### src/rtl/instr_fetch_stage.sv
// Instruction fetch stage: owns the fetch PC, talks to instruction memory over a
// req/ack handshake of variable latency, and holds the IF/ID pipeline register.
// A one-entry skid buffer catches a response that arrives while decode is stalled.
//
// state  | meaning
// -------+-----------------------------------------------------------------
// S_IDLE | no request outstanding; issues when the skid buffer is empty
// S_WAIT | request outstanding, response will be used
// S_KILL | request outstanding but redirected away; response is discarded
// S_HALT | SYSTEM instruction fetched; no requests until redirect or reset
module instr_fetch_stage #(
   parameter logic [31:0] RESET_PC  = 32'h0000_0000,
   parameter logic [31:0] NOP_INSTR = 32'h0000_0013
) (
   input  logic        clk,
   input  logic        rst,
   output logic        imem_req,
   output logic [31:0] imem_addr,
   input  logic        imem_ack,
   input  logic [31:0] imem_rdata,
   input  logic        id_stall,
   input  logic        redirect_valid,
   input  logic [31:0] redirect_pc,
   output logic        ifid_valid,
   output logic [31:0] ifid_instr,
   output logic [4:0]  ifid_opcode,
   output logic [31:0] ifid_pc,
   output logic [31:0] ifid_pc_plus4,
   output logic        halted
);

   typedef enum logic [1:0] {S_IDLE, S_WAIT, S_KILL, S_HALT} state_t;

   state_t      r_state;
   state_t      w_state_nxt;
   logic [31:0] r_fetch_pc;
   logic [31:0] r_imem_addr;
   logic        r_ifid_valid;
   logic [31:0] r_ifid_instr;
   logic [31:0] r_ifid_pc;
   logic [31:0] r_ifid_pc_plus4;
   logic        r_buf_valid;
   logic [31:0] r_buf_instr;
   logic [31:0] r_buf_pc;

   logic        w_ack;
   logic        w_slot_free;
   logic        w_is_sys;
   logic        w_issue;
   logic        w_accept;
   logic        w_load_resp;
   logic        w_buf_wr;
   logic        w_drain;
   logic [31:0] w_redirect_tgt;

   assign imem_req       = (r_state == S_WAIT) || (r_state == S_KILL);
   assign imem_addr      = r_imem_addr;
   assign halted         = (r_state == S_HALT);
   assign ifid_valid     = r_ifid_valid;
   assign ifid_instr     = r_ifid_instr;
   assign ifid_opcode    = r_ifid_instr[6:2];
   assign ifid_pc        = r_ifid_pc;
   assign ifid_pc_plus4  = r_ifid_pc_plus4;

   // a stray ack with no request outstanding is ignored
   assign w_ack          = imem_ack && imem_req;
   assign w_slot_free    = !r_ifid_valid || !id_stall;
   assign w_is_sys       = (imem_rdata[6:0] == 7'b1110011);
   assign w_redirect_tgt = redirect_pc & 32'hFFFF_FFFC;

   // response routing: straight into IF/ID if decode can take it, else skid buffer
   assign w_load_resp    = w_accept && w_slot_free;
   assign w_buf_wr       = w_accept && !w_slot_free;
   assign w_drain        = !redirect_valid && r_buf_valid && w_slot_free && !w_ack;

   // next-state, issue and accept decisions; redirect dominates normal flow
   always_comb begin
      w_state_nxt = r_state;
      w_issue     = 1'b0;
      w_accept    = 1'b0;
      if (redirect_valid) begin
         case (r_state)
            S_WAIT:  w_state_nxt = w_ack ? S_IDLE : S_KILL;
            S_KILL:  w_state_nxt = w_ack ? S_IDLE : S_KILL;
            default: w_state_nxt = S_IDLE;
         endcase
      end else begin
         case (r_state)
            S_IDLE: begin
               if (!r_buf_valid) begin
                  w_issue     = 1'b1;
                  w_state_nxt = S_WAIT;
               end
            end
            S_WAIT: begin
               if (w_ack) begin
                  w_accept = 1'b1;
                  if (w_is_sys) begin
                     w_state_nxt = S_HALT;
                  end else if (w_slot_free) begin
                     w_issue = 1'b1;
                  end else begin
                     w_state_nxt = S_IDLE;
                  end
               end
            end
            S_KILL: begin
               if (w_ack) begin
                  w_state_nxt = S_IDLE;
               end
            end
            default: w_state_nxt = r_state;
         endcase
      end
   end

   // state register
   always_ff @(posedge clk) begin
      if (rst) begin
         r_state <= S_IDLE;
      end else begin
         r_state <= w_state_nxt;
      end
   end

   // fetch PC, request address, IF/ID register and skid buffer
   always_ff @(posedge clk) begin
      if (rst) begin
         r_fetch_pc      <= RESET_PC;
         r_imem_addr     <= 32'h0000_0000;
         r_ifid_valid    <= 1'b0;
         r_ifid_instr    <= NOP_INSTR;
         r_ifid_pc       <= 32'h0000_0000;
         r_ifid_pc_plus4 <= 32'h0000_0004;
         r_buf_valid     <= 1'b0;
         r_buf_instr     <= NOP_INSTR;
         r_buf_pc        <= 32'h0000_0000;
      end else if (redirect_valid) begin
         r_fetch_pc   <= w_redirect_tgt;
         r_ifid_valid <= 1'b0;
         r_ifid_instr <= NOP_INSTR;
         r_buf_valid  <= 1'b0;
      end else begin
         if (w_issue) begin
            r_imem_addr <= r_fetch_pc;
            r_fetch_pc  <= r_fetch_pc + 32'd4;
         end
         if (w_load_resp) begin
            r_ifid_valid    <= 1'b1;
            r_ifid_instr    <= imem_rdata;
            r_ifid_pc       <= r_imem_addr;
            r_ifid_pc_plus4 <= r_imem_addr + 32'd4;
         end else if (w_drain) begin
            r_ifid_valid    <= 1'b1;
            r_ifid_instr    <= r_buf_instr;
            r_ifid_pc       <= r_buf_pc;
            r_ifid_pc_plus4 <= r_buf_pc + 32'd4;
            r_buf_valid     <= 1'b0;
         end else if (r_ifid_valid && !id_stall) begin
            r_ifid_valid <= 1'b0;
         end
         if (w_buf_wr) begin
            r_buf_valid <= 1'b1;
            r_buf_instr <= imem_rdata;
            r_buf_pc    <= r_imem_addr;
         end
      end
   end

   // memory must only acknowledge an outstanding request
   ack_only_with_req: assert property (@(posedge clk) disable iff (rst) !(imem_ack && !imem_req));

endmodule
### config.mk
export PLATFORM = sky130hd
export DESIGN_NAME = instr_fetch_stage
export DESIGN_NICKNAME = d
export VERILOG_FILES = /design/src/rtl/instr_fetch_stage.sv
export SDC_FILE = /design/constraint.sdc
export NUM_CORES = 1
export LEC_CHECK = 0
export ABC_AREA = 1
export CAP_MARGIN = 10
export CORE_UTILIZATION = 27
export DETAILED_ROUTE_END_ITERATION = 16
export GPL_ROUTABILITY_DRIVEN = 1
export PLACE_DENSITY = 0.58
export SYNTH_ARGS = -nofsm -noshare
export SYNTH_HDL_FRONTEND = slang
export SYNTH_SLANG_ARGS = --single-unit
### constraint.sdc
create_clock -name clk -period 5.49 [get_ports clk]
set_input_delay 1.098 -clock clk [delete_from_list [all_inputs] [get_ports clk]]
set_output_delay 1.098 -clock clk [all_outputs]
set_load 0.02 [all_outputs]
==> results of run 1 <==
## metrics by stage
step	power, W	worst slack [ns]
finish	0.00386	1.71
floorplan	0.00196	2.70
global route	0.00403	1.45
global placement	0.00217	1.20
CTS	0.00391	1.73
detailed placement	0.00217	1.16
## power groups by stage
stage          clock network (W)  logic, W  registers (W)
2_1_floorplan                  0  0.000207        0.00176
3_3_place_gp                   0  0.000437        0.00173
3_5_place_dp                   0  0.000441        0.00173
4_1_cts                  0.00177  0.000443        0.00170
5_1_grt                  0.00184  0.000484        0.00171
6_report                 0.00173  0.000439        0.00170
## state kept, by name, indices dropped and copies added (netlist names)
signal and count:
ifid_instr 32, ifid_pc 30, ifid_pc_plus4 30, ifid_valid 1, imem_addr 30, r_buf_instr 32, r_buf_pc 30, r_buf_valid 1
r_fetch_pc 30, r_state 2
## cell type report
class	count	area, um2
repair buffers	208	2060
inverters	116	437
flip-flops and latches	218	4360
clock inverters	9	70.1
well taps	511	639
multi-input cells	1091	5100
fillers	4042	24200
clock buffers	39	791
## tightest hold or removal path, cell delays in order, from the launching register on
cell	delay (ns)
sky130_fd_sc_hd__dfxtp_1	0.31
sky130_fd_sc_hd__inv_1	0.05
sky130_fd_sc_hd__a21oi_1	0.05
## final timing paths
kind                                    from           endpoint  slack, ns
worst min register to register  r_buf_pc[18]       r_buf_pc[18]       0.44
worst max-delay path                id_stall  ifid_pc_plus4[21]       1.71
worst max register to register    r_state[1]  ifid_pc_plus4[21]       2.32
worst min-delay path            r_buf_pc[18]       r_buf_pc[18]       0.44
## per-layer routing
layer  wire [um]  up-vias
met5          12        -
met4         623        2
met3        1780       36
met2       14200      281
met1       16500     4713
li1            -     5181
## layout by cell type, fill, tap and decap left out, types with 5 or more instances in the layout
master / n
sky130_fd_sc_hd__o21ai_2: 9
sky130_fd_sc_hd__conb_1: 6
sky130_fd_sc_hd__xnor2_1: 5
sky130_fd_sc_hd__o21ai_1: 5
sky130_fd_sc_hd__nand2_1: 294
sky130_fd_sc_hd__nand2_2: 10
sky130_fd_sc_hd__a21oi_1: 94
sky130_fd_sc_hd__o21ai_0: 188
sky130_fd_sc_hd__clkbuf_16: 27
sky130_fd_sc_hd__inv_2: 7
sky130_fd_sc_hd__clkinv_2: 9
sky130_fd_sc_hd__nor2_1: 301
sky130_fd_sc_hd__a31oi_1: 20
sky130_fd_sc_hd__o21bai_1: 5
sky130_fd_sc_hd__clkdlybuf4s50_1: 195
sky130_fd_sc_hd__nor2_4: 5
sky130_fd_sc_hd__clkbuf_8: 7
sky130_fd_sc_hd__inv_1: 108
sky130_fd_sc_hd__nor3_1: 21
sky130_fd_sc_hd__o211ai_1: 10
sky130_fd_sc_hd__nand3_1: 50
sky130_fd_sc_hd__dfxtp_1: 218
sky130_fd_sc_hd__clkbuf_1: 5
sky130_fd_sc_hd__buf_4: 11
sky130_fd_sc_hd__nand4_1: 13
sky130_fd_sc_hd__ha_1: 6
sky130_fd_sc_hd__xor2_1: 14
sky130_fd_sc_hd__a211oi_1: 5
sky130_fd_sc_hd__nor2_2: 6
## Yosys cell counts, types with 8 or more instances
cell type,count,area (um2)
sky130_fd_sc_hd__a21oi_1,94,470
sky130_fd_sc_hd__a31oi_1,20,125
sky130_fd_sc_hd__buf_1,8,30.0
sky130_fd_sc_hd__buf_2,15,75.1
sky130_fd_sc_hd__buf_4,13,97.6
sky130_fd_sc_hd__clkbuf_1,58,218
sky130_fd_sc_hd__dfxtp_1,218,4360
sky130_fd_sc_hd__inv_1,110,413
sky130_fd_sc_hd__nand2_1,295,1110
sky130_fd_sc_hd__nand2_2,9,56.3
sky130_fd_sc_hd__nand3_1,50,250
sky130_fd_sc_hd__nand4_1,13,81.3
sky130_fd_sc_hd__nor2_1,302,1130
sky130_fd_sc_hd__nor3_1,21,105
sky130_fd_sc_hd__o211ai_1,10,75.1
sky130_fd_sc_hd__o21ai_0,188,941
sky130_fd_sc_hd__o21ai_2,9,78.8
sky130_fd_sc_hd__xor2_1,14,123
## cells by family after synthesis
family                     Yosys count
AOI/OAI and AO/OA                  347
xor gates and xnor gates            19
adders and majority gates            6
buffers and inverters              214
DFF                                218
muxes                                1
other                                1
and+or+nand+nor                    712
==> metrics list, run 1 <==
- TritonCTS built the clock tree.
* Compound-Gate Fraction of Synth Area: 18.2%
- For the worst flop-to-flop path, the logic depth is 15.
- Met2 GRT Util: 24.8%
- Summed over all cells, the static leakage comes to 5.25 nW.
- Data arrival time of the worst path: 4.20 ns
- Sinks on the clock net: 218
* I/O pin cnt: 205
- After synthesis, the largest family of logic cells by area is simple AND/OR/NAND/NOR gates.
* Hold slack final: 0.444 ns
- Routed length per instance: 15.1 um
- Peak VDD IR: 0.186 mV
- Total number of H-tree levels: 1
- RSZ-0062 raised after global routing: false
- For this design, the slowest cell found on the critical path is sky130_fd_sc_hd__nand2_4.
- Nets@finish: 1736
- The later pin in the worst-skew pair is clocked with a latency of 0.53 ns.
* Area of the core region: 37700 um2
- The final critical path takes up 68.8% of the cycle.
* Non-Filler Instances: 2192
- In the synthesized netlist the async set-or-reset flop fraction comes to 0%.
- Final design area excluding fillers: 13500 um2
* Fraction of power consumed by combinational cells: 11.4%
- After the first detailed-routing iteration, the DRC count stood at 676.
* Instance count of the mapped netlist: 1518
- Cell area after synthesis: 10300 um2
- Max Root-Sink Buffers: 3
- The number of setup buffers added after CTS is 0.
* Parity-gate share of the synthesized area counting xor and xnor cells: 1.61%
- For this design the ratio of total power to cell area is 287 nW/um2.
- Max-cap violations in this run came to 0.
- In this run the most used layer during global routing was met1.
- Count of final hold-check violations: 0
- Number of placed instances with taps included: 2144
- Portion of netlist area occupied by mux cells: 0.0969%
- Count of buffers inserted at the top-level ports: 196
- Top cell by count, worst path: sky130_fd_sc_hd__nand2_1
- In the global route stage, overall resource usage came out at 16.6%.
- The placed instances occupy a cell area of 12600 um2.
- Share of power burned in registers: 44.0%
* Post-CTS resize count: 0
- Die height: 198 um
- Crit Path Max Fanout: 50
- Each instance of the synthesized netlist takes up on average 6.81 um2.
- Met1 track demand over resource: 24.9%
- Number of buffers added by the clock tree synthesis step: 26
- Number of distinct library cells after synthesis: 43
- Post-DP HPWL: 23100 um
- Clock slew seen by the registers of the worst setup and hold paths: 0.06 ns
- Static timing analysis puts the maximum clock frequency at 265 MHz.
* Post-Synth Adder-Cell Area: 0.726%
- The worst setup path is of the in -> reg kind.
- The number of antenna violations at the first check in global routing came to 1.
* Post-layout util: 35.7%
- Walking the worst path, the cells encountered are clkdlybuf4s50_1, nand2_1, nand2_4, buf_4, nand2_1, nand2_1, nand2_1, nor2_1, nand2_1, nor2_4, nand2_1, o21bai_1, nor2_1.
- Fraction of final layout cells sized beyond drive strength 1: 6.13%
- Die X-Extent: 198 um
- Dividing the detail-routed via count by the number of cells gives 4.66.
* Number of enable-type register cells in the synthesized netlist: 0
- The synthesized netlist devotes 28.4% of its cell area to simple gates.
* Number of remaining DRC errors: 0
- First-pass iteration count of the detailed router: 7
- Starting density of the core: 27.4%
- Crit path max-delay family: simple AND/OR/NAND/NOR gates
- On the worst path, the slowest cell contributes a delay of 0.60 ns.
- In this run the remaining antenna-violating nets after routing total 0.
- # diodes: 0
* Vias in the first global route: 9132
* Required time at the endpoint of the critical path: 5.92 ns
* Path length in cells of the critical path: 13
- Crit path launch type: input pin
* Wire length of the first global-routing pass: 51600 um
- Counting flops and latches in the post-synthesis netlist gives 218.
* Fraction of power spent switching nets: 26.3%
- The critical path contains buffers and inverters numbering 2 combined.
- Summed over all layers, the global routing overflow is 0.
- At the end of routability-driven placement, the weighted congestion stood at 0.881.
- During synthesis, Yosys emitted a total of 0 warnings.
- Floorplan die area: 39100 um2
- The routed design could run at a clock period as short as 3.78 ns.
- The min-delay analysis places its worst path in the category reg -> reg.
- The final max-slew violation count was 0.
- Worst clock skew: 0.0165 ns
* Worst rel slew slack: 20.6%
- For this run, global-route usage on met3 was measured as 2.29%.
- The worst hold path was traced through 2 stages.
* Pin count of the biggest net entering global routing: 75
* Layout overhead on the synthesized area: 30.2%
* Clock share of power: 44.7%
- Hold bufs inserted after CTS: 0
- After floorplanning, the core was divided into 71 placement rows.
* Status: complete, no violations
- The internal portion of the total power is 0.00285 W.
- Most used DFF post-synth: sky130_fd_sc_hd__dfxtp_1
- Summing the sequential cell areas from Yosys gives 42.2% of the chip area.
* Slew at the pin closest to its max-slew limit: 1.19 ns
* # setup viols final: 0
* Cell at the root of the clock tree: sky130_fd_sc_hd__clkbuf_16
- Net Sw Power: 0.00101 W
- Across all layers, the routed design uses 10200 vias.
* Drt total wl: 33100 um
* Nature of the critical path endpoint: flip-flop
- Setup total negative slack on the finished layout was measured at 0 ns.
No activity file was read; power rests on OpenSTA's default activity.
==> inputs of run 2 (changes only) <==
- clock period: 5.49 -> 3.55 ns (I/O delays scaled with it)
==> metrics list, run 2 (synthesis gave the netlist of run 1 again) <==
* Total of fill cells in the finished design: 4020
* Setup TNS: 0 ns
- Cell at the root of the clock tree: sky130_fd_sc_hd__clkbuf_16
- Starting density of the core: 27.4%
* Count of final hold-check violations: 0
* Vias per inst: 4.67
* Initial antenna violation count: 0
- Commonest non-fill, non-tap cells in the layout: sky130_fd_sc_hd__nor2_1, sky130_fd_sc_hd__nand2_1, sky130_fd_sc_hd__dfxtp_1, sky130_fd_sc_hd__clkdlybuf4s50_1, sky130_fd_sc_hd__o21ai_0
* Top cell by count, worst path: sky130_fd_sc_hd__nand2_1
* Maximum capacitance violations: 0
- The post-route netlist has 6.57% of its cells at a drive strength greater than 1.
- Summing all non-filler instances in the final layout gives an area of 13600 um2.
- The number of clock buffers added by TritonCTS is 27.
* Setup CP Type: in -> reg
- Peak VDD IR: 0.292 mV
* Total number of H-tree levels: 1
- Insertion delay of the later-clocked pin in the worst-skew pair: 0.55 ns
* Total leakage power: 5.31 nW
- Crit path launch type: input pin
- Post-CTS resize count: 0
- Before CTS, the worst setup slack after placement is 0.230 ns.
- The worst hold path was traced through 2 stages.
* Length of routed met2 wiring: 13900 um
- I/O pin cnt: 205
* Number of placement rows: 71
- RSZ-0062 raised after global routing: false
- At the end of routability-driven placement, the weighted congestion stood at 0.891.
* Area of the multi-input gates: 5100 um2
- R2R cell count: 14
- Clock slew seen by the registers of the worst setup and hold paths: 0.06 ns
- Worst min-delay path startpoint: r_buf_pc[13]
- Minimum clock period after layout: 2.75 ns
* Status: complete, no violations
* Setup fix buffers added after clock tree synthesis: 0
* Most common library cell in the layout ignoring fill and taps: sky130_fd_sc_hd__nor2_1
- Count of buffers inserted at the top-level ports: 196
- After floorplanning, the core was sized to cover 37700 um2.
* Crit Path Max Fanout: 18
- Die X-Extent: 198 um
* TritonCTS clock tree: done
* Drt total wl: 32800 um
- Data arrival time of the worst path: 3.19 ns
- For this run, the slowest stage of the critical path takes 0.59 ns.
- Entering global routing, the biggest net connects 75 pins.
- The path class of the tightest hold or removal check is reg -> reg.
* Buffers & Inverters on Critical Path: 3
* Critical Path, Cell by Cell: clkdlybuf4s50_1, inv_2, nand3_2, nor2_4, buf_4, nand2_1, nand2_1, nand2_1, nor2_1, nand2_2, nor3_2, nand2_1, nand2_1, nor2_1
- DP Area: 12700 um2
- Counting every sink on the clock net gives 218.
- Layout overhead on the synthesized area: 31.4%
* Highest Signal Layer: met4
- For the worst setup path, the data required time is 3.99 ns.
* Post-DP HPWL: 23600 um
- Wire length of the first global-routing pass: 51300 um
- Worst-case hold path end point: r_buf_pc[13]
- The die covers 39100 um2.
* Reg2Reg Capture Point: ifid_pc_plus4[5]
- # setup viols final: 0
- Nets@finish: 1748
- Routed length per instance: 14.9 um
- The number of global-route vias before repair was 9224.
- Library cell contributing the largest single delay on the critical path: sky130_fd_sc_hd__clkdlybuf4s50_1
- Across the routed clock network, the largest skew measured is 0.0340 ns.
* Power density of the placed cells: 441 nW/um2
- Max Clk Rate: 364 MHz
- On the critical path the largest part of the delay comes from simple AND/OR/NAND/NOR gates.
* Nature of the critical path endpoint: flip-flop
* Fin worst setup slack: 0.804 ns
* Number of remaining DRC errors: 0
* Hold bufs inserted after CTS: 0
* Final antenna-violating net count: 0
- Hold slack final: 0.446 ns
- Of the available clock period, the critical path in the final layout requires 77.4%.
- Across all layers, the routed design uses 10300 vias.
* Critical R2R Launch: r_state[1]
- Across the whole layout, storage elements account for 4360 um2.
- Worst rel slew slack: 28.7%
- Measured along the y axis, the die boundary spans 198 um.
- Met1 layer wirelength in the final routing: 16100 um
- Summed over all layers, the global routing overflow is 0.
* Post-layout util: 36.1%
- First-pass iteration count of the detailed router: 5
* Detailed-routed wire length on met3: 1760 um
* Total routing resource utilization after global routing: 16.4%
- Slew at the pin closest to its max-slew limit: 1.07 ns
* Max Root-Sink Buffers: 3
* Worst R2R Setup Slack: 0.88 ns
* Count of routing violations after the opening detailed-route iteration: 744
- The final max-slew violation count was 0.
## run 2: cell types whose count changed in the layout (fill, tap and decap cells not counted)
cell / before / now
sky130_fd_sc_hd__buf_4: 11 / 19
sky130_fd_sc_hd__clkbuf_1: 5 / 6
sky130_fd_sc_hd__buf_12: 1 / 4
sky130_fd_sc_hd__clkbuf_8: 7 / 8
sky130_fd_sc_hd__inv_6: 0 / 1
sky130_fd_sc_hd__diode_2: 0 / 1
sky130_fd_sc_hd__clkinv_2: 9 / 4
## run 2: layer usage
layer | vias up | GRT usage, %
met5 | - | 0
met4 | 0 | 4.82
met3 | 47 | 2.30
met2 | 295 | 24.3
met1 | 4729 | 24.5
li1 | 5206 | -
## run 2: worst max-delay path by stage
| stage | end | start | slack (ns) | cells past startpoint |
|---|---|---|---|---|
| 6_report | ifid_pc_plus4[22] | redirect_valid | 0.80 | 14 |
| 5_1_grt | ifid_pc_plus4[21] | redirect_valid | 0.58 | 14 |
| 4_1_cts | ifid_pc_plus4[5] | redirect_valid | 0.81 | 12 |
| 3_5_place_dp | ifid_pc_plus4[5] | redirect_valid | 0.23 | 12 |
| 3_3_place_gp | ifid_pc_plus4[5] | redirect_valid | 0.23 | 12 |
| 2_1_floorplan | ifid_pc_plus4[30] | redirect_valid | 1.15 | 14 |
## run 2: stage by stage
step | power, W | instances
6_report | 0.00599 | 2202
5_1_grt | 0.00625 | 2201
4_1_cts | 0.00608 | 2201
3_5_place_dp | 0.00338 | 2155
3_3_place_gp | 0.00337 | 2155
2_1_floorplan | 0.00303 | 1523
## run 2: cell type report
class                   count  share of cell area [%]
multi-input cells        1091                    37.5
flip-flops and latches    218                    32.1
repair buffers            219                    16.0
clock buffers              41                    5.95
well taps                 511                    4.71
inverters                 116                    3.22
clock inverters             5                   0.396
diodes                      1                  0.0184
## run 2: tightest hold or removal path, stage by stage, from the launching register on
cell                      delay [ns]
sky130_fd_sc_hd__dfxtp_1        0.31
sky130_fd_sc_hd__inv_1          0.05
sky130_fd_sc_hd__a21oi_1        0.05
## run 2: where the power goes
part | internal, W | switching [W]
combinational | 0.000282 | 0.000409
sequential | 0.00253 | 0.0000941
clock | 0.00162 | 0.00105
total | 0.00444 | 0.00155
